## config.mk

```make
export PLATFORM = sky130hd
export DESIGN_NAME = div_unit
export DESIGN_NICKNAME = d
export VERILOG_FILES = /design/src/rtl/div_unit.sv
export SDC_FILE = /design/constraint.sdc
export NUM_CORES = 1
export LEC_CHECK = 0
export CAP_MARGIN = 40
export CORE_AREA = 2 2 117 176
export DETAILED_ROUTE_END_ITERATION = 6
export DIE_AREA = 0 0 119 178
export HOLD_SLACK_MARGIN = 0.15
export PLACE_DENSITY = 0.78
export SLEW_MARGIN = 20
export SYNTH_ARGS = -nofsm -noshare
export SYNTH_HDL_FRONTEND = slang
export SYNTH_SLANG_ARGS = --single-unit
export TNS_END_PERCENT = 5
```

## constraint.sdc

```tcl
create_clock -name clk -period 7.7 [get_ports clk]
set_clock_uncertainty 0.2 [all_clocks]
set_input_delay 1.155 -clock clk [delete_from_list [all_inputs] [get_ports clk]]
set_output_delay 1.155 -clock clk [all_outputs]
set_load 0.02 [all_outputs]
```

## src/rtl/div_unit.sv

```systemverilog
// Sequential signed 32-bit divider: restoring shift-subtract on magnitudes,
// one quotient bit per cycle, with signs fixed up in a final write cycle.
module div_unit #(
  parameter int WIDTH = 32
) (
  input  logic             clk,
  input  logic             reset,
  input  logic             div,
  input  logic [WIDTH-1:0] a,
  input  logic [WIDTH-1:0] b,
  output logic [WIDTH-1:0] hi,
  output logic [WIDTH-1:0] lo,
  output logic             busy,
  output logic             done,
  output logic             divzero
);

  localparam logic [1:0] IDLE   = 2'd0;
  localparam logic [1:0] RUN    = 2'd1;
  localparam logic [1:0] FINISH = 2'd2;
  localparam int CW = $clog2(WIDTH) + 1;

  logic [1:0]         state_q, state_d;
  logic [CW-1:0]      count_q, count_d;
  logic [WIDTH-1:0]   dvs_q, dvs_d;
  logic [2*WIDTH-1:0] pair_q, pair_d;
  logic               neg_quo_q, neg_quo_d;
  logic               neg_rem_q, neg_rem_d;
  logic [WIDTH-1:0]   hi_q, hi_d;
  logic [WIDTH-1:0]   lo_q, lo_d;
  logic               busy_q, busy_d;
  logic               done_q, done_d;
  logic               divzero_q, divzero_d;

  logic [WIDTH-1:0] abs_a, abs_b;
  logic [WIDTH:0]   shifted, diff;
  logic             ge;
  logic [WIDTH-1:0] quo, rem;

  // Two's-complement negation wraps 0x80000000 onto itself, which is the
  // correct unsigned magnitude.
  assign abs_a = a[WIDTH-1] ? ({WIDTH{1'b0}} - a) : a;
  assign abs_b = b[WIDTH-1] ? ({WIDTH{1'b0}} - b) : b;

  assign shifted = pair_q[2*WIDTH-1:WIDTH-1];
  assign diff    = shifted - {1'b0, dvs_q};
  assign ge      = ~diff[WIDTH];
  assign quo     = pair_q[WIDTH-1:0];
  assign rem     = pair_q[2*WIDTH-1:WIDTH];

  always_comb begin
    // NOTE: every _d gets a default first so no path can infer a latch.
    state_d   = state_q;
    count_d   = count_q;
    dvs_d     = dvs_q;
    pair_d    = pair_q;
    neg_quo_d = neg_quo_q;
    neg_rem_d = neg_rem_q;
    hi_d      = hi_q;
    lo_d      = lo_q;
    done_d    = 1'b0;
    divzero_d = 1'b0;

    case (state_q)
      IDLE: begin
        if (div) begin
          if (b == '0) begin
            divzero_d = 1'b1;
          end else begin
            dvs_d     = abs_b;
            pair_d    = {{WIDTH{1'b0}}, abs_a};
            neg_rem_d = a[WIDTH-1];
            neg_quo_d = a[WIDTH-1] ^ b[WIDTH-1];
            count_d   = CW'(WIDTH);
            state_d   = RUN;
          end
        end
      end
      RUN: begin
        if (count_q != '0) begin
          pair_d  = {(ge ? diff[WIDTH-1:0] : shifted[WIDTH-1:0]),
                     pair_q[WIDTH-2:0], ge};
          count_d = count_q - 1'b1;
        end else begin
          state_d = FINISH;
        end
      end
      FINISH: begin
        lo_d    = neg_quo_q ? ({WIDTH{1'b0}} - quo) : quo;
        hi_d    = neg_rem_q ? ({WIDTH{1'b0}} - rem) : rem;
        done_d  = 1'b1;
        state_d = IDLE;
      end
      default: state_d = IDLE;
    endcase

    busy_d = (state_d != IDLE);
  end

  always_ff @(posedge clk) begin
    if (reset) begin
      state_q   <= IDLE;
      count_q   <= '0;
      dvs_q     <= '0;
      pair_q    <= '0;
      neg_quo_q <= 1'b0;
      neg_rem_q <= 1'b0;
      hi_q      <= '0;
      lo_q      <= '0;
      busy_q    <= 1'b0;
      done_q    <= 1'b0;
      divzero_q <= 1'b0;
    end else begin
      state_q   <= state_d;
      count_q   <= count_d;
      dvs_q     <= dvs_d;
      pair_q    <= pair_d;
      neg_quo_q <= neg_quo_d;
      neg_rem_q <= neg_rem_d;
      hi_q      <= hi_d;
      lo_q      <= lo_d;
      busy_q    <= busy_d;
      done_q    <= done_d;
      divzero_q <= divzero_d;
    end
  end

  assign hi      = hi_q;
  assign lo      = lo_q;
  assign busy    = busy_q;
  assign done    = done_q;
  assign divzero = divzero_q;

endmodule

```

==> reports/summary.md, run 1 <==
The repair_antennas step left the layout with diodes totalling 0. During placement, the flow inserted port buffers numbering 133. Register bit total from synthesis: 173. The total vias in the final route is 10300, and the placement row count is 63. The global-route wire length before repair is 48900 um.

sky130_fd_sc_hd__nor2_1 is the most common cell in the netlist. The commonest cells after synthesis are sky130_fd_sc_hd__nor2_1, sky130_fd_sc_hd__dfxtp_1, sky130_fd_sc_hd__nand2_1. The run gives 0 as the number of buffers added for setup after CTS. After global routing the overflow that remains totals 0. The longest clock path from root to sink contains 2 buffers. Setup repair after global routing left no endpoint under its margin. The sequential group share of total power is 0.401, and the share of the clock period used by the worst path is 0.618.

The share of synthesized flip-flops with an asynchronous set or reset was 0. The setup violation total in the final timing report is 0. The number of endpoints with negative hold slack in the final report came out at 0. The tools report the maximum achievable frequency as 0.210 GHz.

For the post-synth net total, the log shows 1457. Measured in cells, the most critical reg-to-reg path has a length of 14. The net count of the finished layout is 1543. Dividing the detail-routed via count by the number of cells gives 6.03. The logs give 856 uW for the power spent charging and discharging nets and 0 for the post-cts repair resize count.

The worst setup path is launched from a primary input. The synthesized design spends more area on one cell type than any other, namely sky130_fd_sc_hd__dfxtp_1. The proportion of synthesized chip area in sequential cells came out at 0.326.

In this run, post-CTS hold repair placed 0 buffers. The switching part of the total was 0.331. The run gives 0 as the count of warnings emitted by yosys. The run gives 17 as the number of buffers created by CTS.

After detailed routing, the average wire length per cell comes to 17.7 um. The critical path starts at b[14]. The tools report the final setup TNS as 0 ns. Detailed placement finished with a half-perimeter wire length of 22800 um. The pin count of the biggest net entering global routing came out at 87.

The final count of pins violating max slew was 0. The maximum level of the CTS H-tree is 4. The count of maximum capacitance violations is 0, and the all-layer global routing usage is 0.288. Synthesis handed over a netlist of 1352 instances.

Once detail routing completed, the nets flagged for antenna violations numbered 0. The combined area of all synthesized cells came out at 10600 um2. Max-slew headroom at the worst pin: 0.492. The flow ran to the end, and the final reports show no timing, DRC or antenna violations. The clock transition at the register clock pins on the worst setup and hold paths after CTS was 0.06 ns. The worst-case IR drop observed on VDD is 0.131 mV. The die is 119 um wide.

The average size of a mapped cell was 7.87 um2; the endpoint required time on the critical path was 7.84 ns. The tools report the part of the total power dissipated in combinational logic as 0.277. For hold timing, the worst endpoint is lo[30]. The later pin in the worst-skew pair is clocked with a latency of 0.43 ns. Unique cell type count in the Yosys netlist: 67. The transition time at the pin with the least slew margin works out to 0.743 ns. The root cell of the clock tree was sky130_fd_sc_hd__clkbuf_16. For the starting density of the core, the log shows 0.542.

The run gives 9943 as the via count of the first global-routing pass. In this design, the critical path's most frequently occurring cell is sky130_fd_sc_hd__nor2_1. Together, buffers and inverters on the worst path number 2. The endpoint identified for the worst register-to-register timing path is pair_q[63]. Counting every sink on the clock net gives 173.

Source of the worst register-to-register timing path: pair_q[31]. For the count of unresolved DRC violations after routing, the log shows 0. The tools report the initial antenna violation count as 0. The worst stage delay on the critical path is 0.60 ns, and the total I/O pin count is 134. The category of the worst setup path capture point is a register. The hold path startpoint was lo[30]. The final core utilization is 0.649.

In this run, synthesis inferred 0 flip-flops with an integrated enable. Measured along the y axis, the die boundary spans 178 um. For the count of TritonRoute iterations in the first routing pass, the log shows 6. The maximum fanout count along the critical path came out at 49. The share of the synthesized area in the top cell type is 0.326. The congestion estimate from routability-driven global placement came to 0.940.

The class of the worst hold path is register to register. Critical path start-end classification: primary input to register. The share of layout cells above drive strength 1 came out at 0.0462. The cell family contributing the most delay on the critical path is simple AND/OR/NAND/NOR gates. For this run, the leading register cell type out of synthesis is sky130_fd_sc_hd__dfxtp_1.

Die area: 21200 um2. Across all register-to-register paths, the minimum setup slack is 3.30 ns. TritonCTS built the clock tree.

The run gives 0.322 as the clock share of power. The core region is 19600 um2. Counting instances, the worst hold path has a depth of 2. For this design the ratio of total power to cell area is 203 nW/um2. Among all stages on the critical path, the largest delay is contributed by sky130_fd_sc_hd__or4b_1. The leakage dissipation was 4.78 nW. In this run, the number of DRC markers left after iteration 0 of detailed routing was 664. The tools report the aggregate routed wire length as 30300 um. The routed design could run at a clock period as short as 4.76 ns.

The critical path goes through clkdlybuf4s50_1 > or4_4 > nor4_1 > nand2b_1 > nor2_1 > or4b_1 > o21ai_4 > buf_4 > nor2_1 > a211oi_1. The worst endpoint data arrival time came out at 4.89 ns. After synthesis, the cell types taking the most area are sky130_fd_sc_hd__dfxtp_1, sky130_fd_sc_hd__xor2_1, sky130_fd_sc_hd__nor2_1. The internal portion of the total power is 1.73 mW.

The relative area change from synthesis to final layout is 19.8%.
[routing by layer]
metal / wire length [um] / global-route usage / share of wire
met2: 16300 / 0.551 / 0.54
met4: 1830 / 0.178 / 0.060
met1: 11200 / 0.290 / 0.37
met5: 0 / 0 / 0
met3: 1020 / 0.0416 / 0.034
[stage by stage]
| step | cells | power (mW) | hold slack [ns] | setup WS, ns | cell area [um2] |
|---|---|---|---|---|---|
| after floorplan | 1352 | 1.52 | 0.241 | 3.52 | 10600 |
| after global placement | 1670 | 1.74 | 0.243 | 2.23 | 12000 |
| after CTS | 1710 | 2.59 | 0.266 | 2.97 | 12700 |
| after global routing | 1710 | 2.71 | 0.293 | 2.57 | 12700 |
| final | 1710 | 2.58 | 0.265 | 2.94 | 12700 |
| after detailed placement | 1679 | 1.76 | 0.254 | 2.55 | 12200 |
[worst min-delay path, cell delays in order, from the launching register on]
cell and delay [ns]:
sky130_fd_sc_hd__dfxtp_1 0.31, sky130_fd_sc_hd__nand2_1 0.05, sky130_fd_sc_hd__a21oi_1 0.05
[cell usage in the layout, fill, tap and decap left out, types with 5 or more instances in the layout]
master,instances
sky130_fd_sc_hd__a22oi_1,11
sky130_fd_sc_hd__and3_1,7
sky130_fd_sc_hd__mux2i_1,12
sky130_fd_sc_hd__or3_1,15
sky130_fd_sc_hd__a31oi_1,9
sky130_fd_sc_hd__o41ai_1,24
sky130_fd_sc_hd__a221oi_1,20
sky130_fd_sc_hd__nand2b_1,10
sky130_fd_sc_hd__a2111oi_0,5
sky130_fd_sc_hd__ha_1,37
sky130_fd_sc_hd__xor2_1,93
sky130_fd_sc_hd__clkbuf_16,17
sky130_fd_sc_hd__or4_1,17
sky130_fd_sc_hd__nand2_1,126
sky130_fd_sc_hd__nor2b_1,10
sky130_fd_sc_hd__a21o_1,9
sky130_fd_sc_hd__clkdlybuf4s50_1,132
sky130_fd_sc_hd__a21oi_1,64
sky130_fd_sc_hd__nor4_1,14
sky130_fd_sc_hd__xnor2_1,54
sky130_fd_sc_hd__o31ai_1,32
sky130_fd_sc_hd__buf_4,9
sky130_fd_sc_hd__a211oi_1,94
sky130_fd_sc_hd__nand3_1,18
sky130_fd_sc_hd__nor2_1,196
sky130_fd_sc_hd__nor3_1,21
sky130_fd_sc_hd__inv_1,49
sky130_fd_sc_hd__o21ai_0,82
sky130_fd_sc_hd__dfxtp_1,173
[registers in the layout, summed over array words and instances, names as in the netlist]
name and flops:
busy 1, lo 32, dvs_q 32, count_q 6
pair_q 64, state_q 2, done 1, divzero 1
neg_quo_q 1, neg_rem_q 1, hi 32
[worst max-delay path by stage]
| stage | to | cells after the start |
|---|---|---|
| final | dvs_q[19] | 10 |
| after global routing | dvs_q[9] | 9 |
| after CTS | dvs_q[19] | 10 |
| after detailed placement | dvs_q[19] | 10 |
| after global placement | busy | 11 |
| after floorplan | pair_q[26] | 8 |
[final cells by class]
cell class,count,area (um2)
fillers,1747,6890
multi-input cells,1047,6680
flip-flops and latches,173,3460
repair buffers,150,1520
clock buffers,20,457
well taps,260,325
inverters,49,184
clock inverters,11,108
[power by group through the flow]
| stage | clock, mW | combinational (mW) | sequential (mW) |
|---|---|---|---|
| 3_5_place_dp | 0 | 0.707 | 1.05 |
| 3_3_place_gp | 0 | 0.682 | 1.06 |
| 5_1_grt | 0.880 | 0.784 | 1.05 |
| 6_report | 0.832 | 0.715 | 1.04 |
| 4_1_cts | 0.839 | 0.712 | 1.03 |
| 2_1_floorplan | 0 | 0.451 | 1.07 |
[logic make-up after synthesis]
group | count (synthesis) | share of synthesized area
multiplexers | 14 | 0.0134
adder cells (fa/ha/maj) | 38 | 0.0454
flip-flops | 173 | 0.326
buffers and inverters | 132 | 0.0497
XOR/XNOR | 147 | 0.121
AND/OR/NAND/NOR | 463 | 0.199
AO/OA/AOI/OAI | 385 | 0.246
Note: power is estimated with default switching activity, not from simulation.
==> inputs of run 2 (changes only) <==
CORE_AREA = 2 2 121 182   (was 2 2 117 176)
DIE_AREA = 0 0 123 184   (was 0 0 119 178)
PLACE_DENSITY = 0.77   (was 0.78)
clock period = 4.31 ns   (was 7.7 ns; I/O delays follow)
==> run 2 against run 1 <==
  * Sequential share of layout area decreased by 0.61 points
  * Register-to-register slack got worse by 2.7 ns
  * Die area increased by 6.8%
  * Critical path depth decreased by 1
  * Global-route usage decreased by 0.41 points
  * Worst setup slack got worse by 2.5 ns
==> reports/summary.md, run 2 (synthesized netlist as in run 1, its figures left out) <==
The post-layout worst setup margin is 0.435 ns (-2.51 ns). The count of TritonRoute iterations in the first routing pass is 5 (-1). TritonCTS built the clock tree. The run gives 10000 (+0.92%) as the via count of the first global-routing pass. The placed wire-length estimate after detailed placement is 24100 um (+5.7%). The global-route wire length before repair came out at 50200 um (+2.8%). The logs give 0 (unchanged) for the initial antenna violation count and 0 (unchanged) for the number of buffers added for setup after CTS.

The library cells used most frequently in the layout, excluding fill and tap cells, are sky130_fd_sc_hd__nor2_1, sky130_fd_sc_hd__dfxtp_1, sky130_fd_sc_hd__clkdlybuf4s50_1. The placement row count is 65 (+3.2%), and the final global-route overflow total is 0 (unchanged). The clock transition at the register clock pins on the worst setup and hold paths after CTS came out at 0.07 ns (about the same). pair_q holds more flip-flops than any other register. The die area came out at 22600 um2 (+6.8%). The logs give 0.340 (+0.018) for the clock share of power and 1563 (+1.3%) for the total number of nets in the final design. For the total power of the final layout, the log shows 4.80 mW (+86%).

The leakage dissipation was 4.94 nW (+3.3%); the final count of pins violating max slew was 0 (unchanged). The post-placement worst setup slack was -0.0107 ns (-2.56 ns); the part of the total power dissipated in combinational logic was 0.274 (-0.003). The worst endpoint data arrival time is 3.99 ns (-0.90 ns). The post-route antenna net violation count came out at 0 (unchanged). STA classifies the critical path endpoint as a register.

The cell-internal power is 3.17 mW (+83%), and the count of hold-fix buffers inserted at cts is 0 (unchanged). The run gives 31400 um (+3.6%) as the aggregate routed wire length. The number of cells traversed by the worst hold path was 2 (unchanged). The core area came out at 21000 um2 (+6.9%). Switching part of the total: 0.340 (+0.00817). The tools report the starting density of the core as 0.507 (-0.0350).

The source of the worst register-to-register timing path is pair_q[31]. Share of the clock period used by the worst path: 0.899. Count of maximum capacitance violations: 0 (unchanged). Tracing the worst setup path back leads to its startpoint at a[6].

For the number of DRC violations after detailed-routing iteration 0, the log shows 595 (-10%). The average wire per cell in the routed design was 18.1 um (+1.9%); the maximum fanout count along the critical path was 5 (-90%). The vertical die dimension came out at 184 um (+3.4%). The die span in x came out at 123 um (+3.4%). The worst register-to-register path ends at pair_q[61]. The worst hold path begins at hi[0].

The clock period could shrink to 3.88 ns. The transition time at the pin with the least slew margin is 0.684 ns (-0.0597 ns). The flip-flop count of the largest register, all copies and words added was 64 (unchanged); the share of layout cells above drive strength 1 was 0.0605 (+0.0143). For the routability-driven placement congestion ratio, the log shows 0.940 (unchanged).

The commonest non-fill, non-tap cell in the layout was sky130_fd_sc_hd__nor2_1. The power per standard cell area came out at 368 nW/um2 (+81%). The maximum level of the CTS H-tree is 4 (unchanged), and the final setup TNS is 0 ns (unchanged). The count of unresolved DRC violations after routing came out at 0 (unchanged).

For the total I/O pin count, the log shows 134 (unchanged). For the insertion delay of the later-clocked pin in the worst-skew pair, the log shows 0.45 ns (+0.02 ns). The sequential group share of total power came out at 0.386 (-0.015). Relative to the synthesized area, the layout overhead comes to 22.5%. The pin count of the biggest net entering global routing was 126 (+45%); the endpoint required time on the critical path was 4.43 ns (-3.41 ns). The number of endpoints with negative hold slack in the final report was 0 (unchanged). For the maximum achievable frequency, the log shows 0.258 GHz. The tools report the max-slew headroom at the worst pin as 0.540 (+0.0478). The run finished with clean final reports. The number of vias per cell was 5.92 (-1.9%). The worst voltage drop across the vdd grid was 0.265 mV (+100%); the number of buffers created by CTS was 17 (unchanged).

The setup violation total in the final timing report was 0 (unchanged). Class of the worst hold path: register to register. The path with the worst hold slack has its endpoint at hi[0]. Root cell of the clock tree: sky130_fd_sc_hd__clkbuf_16. The power spent charging and discharging nets is 1.63 mW (+90%), and the total number of clock tree sinks is 173 (unchanged).

The worst setup path is launched from a primary input. For the post-cts repair resize count, the log shows 0 (unchanged). The worst-case reg-to-reg path depth came out at 14 (unchanged). The run gives 2 (unchanged) as the number of buffers on the longest clock path. The worst setup path is of the primary input to register kind. The count of input and output buffers was 133 (unchanged); the worst setup slack for register-to-register paths was 0.59 ns (-2.71 ns).

For the total vias in the final route, the log shows 10300 (-0.19%). Setup repair after global routing left no endpoint under its margin. The tools report the all-layer global routing usage as 0.284 (-0.00409). Diode insertion count for antenna repair: 0 (unchanged).
run 2: changes by cell type in the layout (fill, tap and decap cells not counted), sizes merged:
| cell | change |
|---|---|
| clkbuf | -3 |
| inv | +2 |
| buf | +20 |
| bufinv | +1 |
| clkinv | +3 |
| clkinvlp | -2 |
run 2: worst max path at each step:
stage / end / slack (ns) / depth (start not counted)
after CTS: pair_q[26] / 0.45 / 9
after detailed placement: pair_q[26] / -0.01 / 9
final: pair_q[26] / 0.43 / 9
after floorplan: pair_q[26] / 0.63 / 8
after global placement: pair_q[28] / 0.12 / 9
after global routing: pair_q[26] / 0.28 / 9
run 2: power by group through the flow:
stage / combinational, mW / sequential, mW / clock [mW]
4_1_cts: 1.31 / 1.85 / 1.65
3_3_place_gp: 1.27 / 1.89 / 0
6_report: 1.31 / 1.85 / 1.63
3_5_place_dp: 1.30 / 1.89 / 0
2_1_floorplan: 0.805 / 1.91 / 0
5_1_grt: 1.44 / 1.87 / 1.72
run 2: per-stage QoR:
| stage | utilization | area, um2 | cells | hold WS, ns |
|---|---|---|---|---|
| CTS | 0.620 | 13000 | 1738 | 0.266 |
| global placement | 0.586 | 12300 | 1702 | 0.242 |
| floorplan | - | 10600 | 1352 | 0.241 |
| global route | 0.621 | 13000 | 1739 | 0.291 |
| finish | 0.621 | 13000 | 1739 | 0.268 |
| detailed placement | 0.590 | 12400 | 1706 | 0.250 |
run 2: worst max-delay path, stage by stage:
cell	delay, ns
sky130_fd_sc_hd__clkdlybuf4s50_1	0.45
sky130_fd_sc_hd__or4_4	0.54
sky130_fd_sc_hd__or3_4	0.41
sky130_fd_sc_hd__or3_1	0.33
sky130_fd_sc_hd__or3_1	0.36
sky130_fd_sc_hd__or4_4	0.48
sky130_fd_sc_hd__o41ai_2	0.24
sky130_fd_sc_hd__xor2_1	0.10
sky130_fd_sc_hd__a2111oi_1	0.43
run 2: area by class of cell:
class | instances | area, um2
repair buffers | 170 | 1740
well taps | 268 | 335
clock inverters | 15 | 199
fillers | 1893 | 7950
inverters | 49 | 184
clock buffers | 17 | 425
flip-flops and latches | 173 | 3460
multi-input cells | 1047 | 6680
run 2: metal layers:
layer / vias to the layer above / routed length (um) / track usage
met2: 256 / 17500 / 0.554
li1: 5090 / - / -
met4: 0 / 1710 / 0.154
met1: 4855 / 11300 / 0.280
met5: - / 0 / 0
met3: 88 / 930 / 0.0378
==> inputs of run 3 (changes only) <==
CORE_AREA = 2 2 117 176   (was 2 2 121 182)
DIE_AREA = 0 0 119 178   (was 0 0 123 184)
PLACE_DENSITY = 0.78   (was 0.77)
clock period = 4.3 ns   (was 4.31 ns; I/O delays follow)
==> run 3 against run 2 <==
  * Non-clock buffer count is 1 lower
  * Cell count is 0.52% lower
  * Combinational power is essentially flat
  * Highest routed layer unchanged
==> reports/summary.md, run 3 (synthesized netlist as in run 1, its figures left out) <==
More flip-flops sit in one register than any other, and that register is pair_q. The commonest non-fill, non-tap cell in the layout is sky130_fd_sc_hd__nor2_1. Cell with the biggest individual delay on the critical path: sky130_fd_sc_hd__or4_1. The endpoint required time on the critical path was 4.48 ns (+0.05 ns); the share of layout cells above drive strength 1 was 0.0592 (-0.00132). The total power of the final layout came out at 4.65 mW (-3.1%). The worst setup path is captured at a register. The run gives 0 (unchanged) as the initial antenna violation count.

Setup repair after global routing left no endpoint under its margin. The logs give 0 (unchanged) for the final global-route overflow total and 22200 um (-7.7%) for the placed wire-length estimate after detailed placement. The run gives 0 (unchanged) as the final count of pins violating max slew. The run gives 19600 um2 (-6.5%) as the core area. The flip-flop count of the largest register, all copies and words added works out to 64 (unchanged).

The tools report the kind of start point of the critical path as a register. Post-route antenna net violation count: 0 (unchanged). The worst stage delay on the critical path is 0.54 ns (about the same).

Clock tree synthesis selected as its root buffer the cell sky130_fd_sc_hd__clkbuf_16. The count of hold-fix buffers inserted at cts is 0 (unchanged). The count of TritonRoute iterations in the first routing pass is 5 (unchanged). The transition time at the pin with the least slew margin is 0.732 ns (+0.0487 ns).

The number of buffer and inverter instances along the worst setup path works out to 4 (+3). The power per standard cell area is 360 nW/um2 (-2.2%), and the clock transition at the register clock pins on the worst setup and hold paths after CTS is 0.07 ns (about the same). Number of endpoints with negative hold slack in the final report: 0 (unchanged). The relative area change from synthesis to final layout works out to 21.4%. The tools report the total vias in the final route as 10200 (-1.2%).

The via count of the first global-routing pass was 9876 (-1.6%); the share of the clock period used by the worst path was 0.896. The number of buffers on the longest clock path came out at 2 (unchanged). The run gives 0 (unchanged) as the diode insertion count for antenna repair.

The number of DRC violations after detailed-routing iteration 0 is 459 (-23%). The total I/O pin count was 134 (unchanged). The number of buffers added for setup after CTS came out at 0 (unchanged).

The run gives 0 (unchanged) as the setup violation total in the final timing report. Critical path start-end classification: register to register. The average wire per cell in the routed design was 17.0 um (-5.7%); the worst voltage drop across the vdd grid was 0.259 mV (-2.3%). The tools report the final setup TNS as 0 ns (unchanged). The run gives 47500 um (-5.4%) as the global-route wire length before repair. The tools report the max-slew headroom at the worst pin as 0.512 (-0.0277). The maximum fanout count along the critical path was 32 (+27); the worst endpoint data arrival time was 4.03 ns (+0.04 ns).

In the layout the commonest cells are sky130_fd_sc_hd__nor2_1, sky130_fd_sc_hd__dfxtp_1, sky130_fd_sc_hd__clkdlybuf4s50_1. The insertion delay of the later-clocked pin in the worst-skew pair is 0.44 ns (about the same), and the maximum achievable frequency is 0.259 GHz. The die area is 21200 um2 (-6.4%), and the total number of nets in the final design is 1562 (-0.064%).

The tools report the total number of clock tree sinks as 173 (unchanged). The flow ran to the end, and the final reports show no timing, DRC or antenna violations. The worst hold path belongs to the class register to register. Broken down by cell family, the worst path's largest delay share belongs to compound AO/OA/AOI/OAI gates. The count of maximum capacitance violations is 0 (unchanged), and the aggregate routed wire length is 29500 um (-6.2%). For the worst hold margin, the log shows 0.271 ns (+0.00313 ns). The run gives 17 (unchanged) as the number of buffers created by CTS.

Die span in x: 119 um (-3.3%). The critical path goes through inv_1 > ha_1 > fa_1 > nor2b_1 > o211ai_1 > a211oi_1 > o21ai_0 > a2111oi_0 > buf_4 > a311oi_4 > buf_4 > buf_12 > or4_1 > nand3_1. The run gives 0.934 (-0.63%) as the routability-driven placement congestion ratio. The starting density of the core was 0.542 (+0.0350); the count of input and output buffers was 133 (unchanged). The maximum level of the CTS H-tree came out at 4 (unchanged). TritonCTS built the clock tree. The placement row count is 63 (-3.1%).

The number of vias per cell came out at 5.88 (-0.70%). The tools report the leakage dissipation as 4.90 nW (-0.96%). The vertical die dimension was 178 um (-3.3%). The tools report the post-cts repair resize count as 0 (unchanged). Counting stages on the worst path, the most repeated cell is sky130_fd_sc_hd__buf_4. The all-layer global routing usage came out at 0.279 (-0.00518).

The tools report the pin count of the biggest net entering global routing as 86 (-32%). The clock period could shrink to 3.85 ns. For the count of unresolved DRC violations after routing, the log shows 0 (unchanged).
run 3: path summary, 6_finish.rpt:
| check | from | to | slack [ns] | cells after the start |
|---|---|---|---|---|
| worst max-delay path | pair_q[31] | pair_q[61] | 0.45 | 14 |
| worst min-delay path | lo[30] | lo[30] | 0.27 | 2 |
| worst max register to register | pair_q[31] | pair_q[61] | 0.45 | 14 |
| worst min register to register | lo[30] | lo[30] | 0.27 | 2 |
run 3: cell type report:
class / instances / area, um2
flip-flops and latches: 173 / 3460
clock buffers: 19 / 443
well taps: 260 / 325
repair buffers: 169 / 1690
multi-input cells: 1047 / 6680
clock inverters: 13 / 126
fillers: 1743 / 6720
inverters: 49 / 184
run 3: layer usage:
| metal | track usage | part of all wire | vias to the layer above |
|---|---|---|---|
| li1 | - | - | 5091 |
| met1 | 0.273 | 0.37 | 4709 |
| met2 | 0.538 | 0.53 | 256 |
| met3 | 0.0393 | 0.034 | 108 |
| met4 | 0.184 | 0.067 | 0 |
| met5 | 0 | 0 | - |
run 3: power by group:
part / leakage, nW / switching [mW] / internal, mW
Combinational: 3.21 / 0.745 / 0.539
Clock: 0.274 / 0.727 / 0.782
Sequential: 1.41 / 0.115 / 1.74
run 3: tightest hold or removal path, stage by stage, from the launching register on:
cell and delay [ns]:
sky130_fd_sc_hd__dfxtp_1 0.32, sky130_fd_sc_hd__nand2_1 0.05, sky130_fd_sc_hd__a21oi_1 0.05
run 3: metrics by stage:
step	worst slack, ns	utilization	area, um2	cells
detailed placement	0.00875	0.627	12300	1696
floorplan	0.625	-	10600	1352
finish	0.446	0.658	12900	1730
CTS	0.443	0.656	12900	1728
global route	0.185	0.658	12900	1730
global placement	0.105	0.625	12300	1694
